<file path="src/rtl/srl_dly_ctrl.sv">
// srl_dly_ctrl: sequences the shared address and clock enable of an SRL16E delay-line bank, tracks fill depth, blanks the output after delay changes and flags when the tap output is valid.
module srl_dly_ctrl #(
  parameter int DLY_RST   = 0,
  parameter int BLANK_CYC = 1
) (
  input  logic       clock,
  input  logic       reset,
  input  logic       run_en,
  input  logic       flush,
  input  logic       dly_wr,
  input  logic [3:0] dly_set,
  output logic [3:0] adr,
  output logic       ce,
  output logic       q_vld,
  output logic       dly_chg,
  output logic       busy
);
  typedef enum logic [1:0] {FILL, BLANK, RUN} state_t;
  state_t     state, state_nxt;
  logic [4:0] fill_cnt, fill_nxt;
  logic [3:0] bcnt, bcnt_nxt, adr_nxt;
  logic       chg;
  assign ce   = run_en & ~reset;
  assign busy = state != RUN;
  // Everything is judged on next-cycle values so q_vld lines up with the first q read at the new adr.
  always_comb begin
    chg       = dly_wr && (dly_set != adr);
    adr_nxt   = chg ? dly_set : adr;
    fill_nxt  = flush ? 5'd0 : (ce && fill_cnt != 5'd16) ? fill_cnt + 5'd1 : fill_cnt;
    bcnt_nxt  = chg ? 4'(BLANK_CYC) : (bcnt != 4'd0) ? bcnt - 4'd1 : 4'd0;
    state_nxt = (fill_nxt <= {1'b0, adr_nxt}) ? FILL : (bcnt_nxt != 4'd0) ? BLANK : RUN;
  end
  always_ff @(posedge clock) begin
    if (reset) begin
      adr      <= 4'(DLY_RST);
      fill_cnt <= 5'd0;
      bcnt     <= 4'd0;
      state    <= FILL;
      q_vld    <= 1'b0;
      dly_chg  <= 1'b0;
    end else begin
      adr      <= adr_nxt;
      fill_cnt <= fill_nxt;
      bcnt     <= bcnt_nxt;
      state    <= state_nxt;
      q_vld    <= state_nxt == RUN;
      dly_chg  <= chg;
    end
  end
endmodule

</file>
<file path="config.mk">
export PLATFORM = sky130hd
export DESIGN_NAME = srl_dly_ctrl
export DESIGN_NICKNAME = d
export VERILOG_FILES = /design/src/rtl/srl_dly_ctrl.sv
export SDC_FILE = /design/constraint.sdc
export NUM_CORES = 1
export LEC_CHECK = 0
export BUFFER_PORTS_ARGS = -buffer_cell sky130_fd_sc_hd__buf_2
export CAP_MARGIN = 20
export CORE_MARGIN = 2
export CORE_UTILIZATION = 56
export DETAILED_ROUTE_END_ITERATION = 8
export GPL_TIMING_DRIVEN = 0
export PLACE_DENSITY = 0.88
export SLEW_MARGIN = 20
export SYNTH_ARGS = -nofsm -noshare
export SYNTH_HDL_FRONTEND = slang
export SYNTH_SLANG_ARGS = --single-unit
</file>
<file path="constraint.sdc">
create_clock -name clock -period 6.85 [get_ports clock]
set_clock_uncertainty 0.05 [all_clocks]
set_input_delay 1.37 -clock clock [delete_from_list [all_inputs] [get_ports clock]]
set_output_delay 1.37 -clock clock [all_outputs]
set_load 0.05 [all_outputs]
</file>
==> results.env <==
TNS_NS=0
SYNTH-ASYNC-RESET-RATIO=0
PRE_CTS_WS_NS=3.34
REPORT.FINAL.SLEW_VIOL_COUNT=0
POWER.IR.VDD_WORST_V=0.0000960
SWSHARE=0.306
OUTCOME='finished, final reports clean'
PERIOD_SHARE=0.509
SYNTH_FF_TYPE='dfxtp_1'
HP-START='bcnt[2]'
CTS_HOLD_REPAIR_BUFFERS=0
SYNTH_TOP_CELLS_BY_COUNT='16 x dfxtp_1, 11 x nor2_1, 8 x ha_1, 7 x nor3_1, 7 x xor2_1'
REG2REG_TO='q_vld'
PATH_DELAY_FAMILY='buffers and inverters'
HOLD_DEPTH=2
YOSYS_REGISTER_BITS=16
CRITICAL_PATH.ENDPOINT_TYPE='primary output'
YOSYS.CELL_COUNT.TOP_TYPE='dfxtp_1'
DIE_HEIGHT_UM=43.7
DRT-VIAS-PER-INSTANCE=5.66
UNIQUE_MASTERS_POST_SYNTH=28
LAYOUT.CELLS.NON_FILLER=128
CRIT_PATH_START='reset'
POST_SYNTH_MAIN_AREA_CONTRIBUTORS='dfxtp_1 36%, ha_1 11%, xor2_1 7.0%, nor2_1 4.7%, mux2i_1 4.5%'
TOTAL_LEAKAGE_POWER_nW=0.438
DIE_AREA_MM2=0.00191
YOSYS_WARNINGS=0
CRITICAL_PATH_PEAK_FANOUT=6
HOLD_PATH_END='bcnt[2]'
SHARE_OF_POST_ROUTE_CELLS_WITH_DRIVE_STRENGTH_ABOVE_1=0.188
ANT_NETS=0
FLOORPLAN.IO_PINS=17
RR_STARTPOINT='fill_cnt[0]'
EDFF_COUNT_SYNTH=0
ANTENNA_FOUND_INITIAL=0
R2R_CELLS=11
CELL_CHOSEN_FOR_THE_CLOCK_ROOT='clkbuf_4'
GRT_START_MAX_NET_PINS=11
SLEW_HEADROOM=0.694
WORST_SKEW_PAIR.LATE_LATENCY_NS=0.28
SYN2LAYOUT_AREA_GROWTH_PCT=14.3
TIMING.FINAL.WS_SETUP_NS=3.36
TRITONCTS.NUM_BUFFERS=3
GRT_FIRST_PASS_WIRELENGTH_UM=2790
FINALWIRELENGTH_UM=1640
POST_CTS_RESIZED=0
TRITONROUTE_PASS_1_ITERS=4
CRITPATHREQUIREDTIME_NS=5.43
MIN_PERIOD_NS=3.49
POST-SYNTH-TOP-AREA-FRACTION=0.363
PINT_W=0.000149
P_SWITCHING_W=0.0000656
WORST-PATH-BUF-INV=2
CTS.SINKS=16
GPL.FINAL_WEIGHTED_CONGESTION=0.741
DRC_VIOLATION_COUNT_AFTER_ROUTING=0
GRT-OVFL-TOTAL=0
P_CLK_FRAC=0.291
PATH_CLK_SLEW_NS=0.09
TIMING.MAX_CAP.VIOLATIONS=0
CPMOSTUSEDCELL='buf_2'
CRITPATHMAXSTAGEDELAY_NS=0.32
SYNTH_SEQ_AREA_SHARE=0.363
NFILLCELLS=113
SLOWEST_LIBRARY_CELL_ON_THE_WORST_PATH='buf_2'
POSTSYNTHAREAPERCELL_UM2=9.38
STARTPOINT_TYPE='input pin'
INITIAL_UTILIZATION=0.592
DP_HPWL_UM=1330
HOLD_VIOLATIONS=0
CORE_REGION_AREA_MM2=0.00149
WORST_HOLD_PATH_TYPE='reg -> reg'
DETAILROUTE.VIA_COUNT=725
DRT-WIRELENGTH-PER-CELL_UM=12.8
DIE_X_UM=43.7
ANTENNADIODECOUNT=0
SYNTH.NET_COUNT=111
SYNTH_TOP_AREA_CELL='dfxtp_1'
TRITONCTS='done'
FINAL.HOLD.WORST_SLACK_NS=0.499
POSTSYNTHCELLCOUNT=94
CTS_SETUP_BUFFERS=0
SETUP_VIOL=0
SEQPWRFRAC=0.472
PORT_BUFFERS=14
SYN-CELL-AREA_UM2=882
DRT_ITER0_DRC=16
PLACE_INST=124
PATH_CLASS='in -> out'
REG2REG_SLACK_NS=4.37
GRT_SETUP_UNREPAIRED='no'
WORST_SLEW_PIN_SLEW_NS=0.459
WORSTPATHARRIVAL_NS=2.07
POWER-PER-CELL-AREA_mW_PER_MM2=213
TIMING.CRITICAL_PATH.CELLS='buf_2 > nor2b_1 > buf_2'
POWER_FRAC_COMB=0.237
CTS-HTREE-LEVELS=1
FINISH.UTILIZATION=0.677
GRT_PASS1_VIAS=668
MAX-CLOCK-PATH-BUFFERS=2
GRT_UTIL_ALL_LAYERS=0.200
DESIGN.FINAL.NETS=130
ROWS=14
MAXCLOCKFREQUENCY_MHz=287
==> layer usage <==
| layer | part of all wire | global-route usage | wire length, um | vias to the layer above |
|---|---|---|---|---|
| met5 | 0 | 0 | 0 | - |
| met4 | 0.014 | 0.0727 | 23 | 0 |
| met3 | 0.046 | 0.0375 | 75 | 4 |
| met2 | 0.51 | 0.362 | 830 | 26 |
| met1 | 0.43 | 0.231 | 706 | 331 |
| li1 | - | - | - | 364 |
==> cells by family after synthesis <==
| logic type | synth area share |
|---|---|
| AO/OA/AOI/OAI | 0.136 |
| XOR/XNOR | 0.0794 |
| adder cells (fa/ha/maj) | 0.113 |
| buffers and inverters | 0.0298 |
| flip-flops | 0.363 |
| multiplexers | 0.0582 |
| AND/OR/NAND/NOR | 0.220 |
==> flip-flops by register name (all words and copies together), names as in the netlist <==
name and cells:
adr 4, bcnt 4, dly_chg 1, fill_cnt 5, q_vld 1, state 1
==> metrics by stage <==
stage	cell area (um2)	power, W
6_report	1010	0.000214
3_3_place_gp	972	0.000151
4_1_cts	1010	0.000215
3_5_place_dp	972	0.000154
2_1_floorplan	882	0.000142
5_1_grt	1010	0.000225
==> placed cells by master (no fill, tap or decap), drive strengths merged <==
cell / synthesis / final
mux2: 1 / 1
nand4bb: 1 / 1
nand3b: 1 / 1
buf: 1 / 15
xnor2: 1 / 1
and3: 1 / 1
o21a: 2 / 2
a2111oi: 1 / 1
a32o: 1 / 1
dfxtp: 16 / 16
nand3: 1 / 1
nand4: 2 / 2
xor2: 7 / 7
nor2b: 3 / 3
nand2b: 5 / 5
o41ai: 1 / 1
mux2i: 4 / 4
nor3: 7 / 7
o21ai: 3 / 3
and2: 2 / 2
or2: 2 / 2
ha: 8 / 8
a21oi: 5 / 5
inv: 4 / 4
nor2: 11 / 11
clkbuf: 2 / 6
a221oi: 1 / 1
==> worst register-to-register path: cells and delay by family, from the launching register on <==
| family | cells | cell delay [ns] |
|---|---|---|
| flops | 1 | 0.35 |
| simple gates | 4 | 0.54 |
| fa+ha+maj | 2 | 0.45 |
| compound gates | 4 | 0.90 |
| buf+inv | 1 | 0.07 |
==> power by group through the flow <==
stage                     Sequential, W  Combinational [W]   Clock, W
after floorplan                0.000109          0.0000325          0
after global placement         0.000103          0.0000479          0
after detailed placement       0.000103          0.0000504          0
after CTS                      0.000101          0.0000507  0.0000636
after global routing           0.000102          0.0000559  0.0000670
final                          0.000101          0.0000508  0.0000625
==> worst max-delay path by stage <==
stage / to / slack (ns) / cells after the start
global route: ce / 3.31 / 3
global placement: ce / 3.37 / 3
finish: ce / 3.36 / 3
detailed placement: q_vld / 3.34 / 9
CTS: ce / 3.36 / 3
floorplan: q_vld / 3.00 / 8
==> final cells by class <==
cell class | instances | area (um2) | area share
Clock buffer | 4 | 36.3 | 0.0360
Inverter | 4 | 15.0 | 0.0149
Tap cell | 16 | 20.0 | 0.0199
Multi-Input combinational cell | 71 | 536 | 0.531
Buffer | 3 | 11.3 | 0.0112
Sequential cell | 16 | 320 | 0.318
Timing Repair Buffer | 14 | 70.1 | 0.0695
Power figures use the tool's default switching activity.
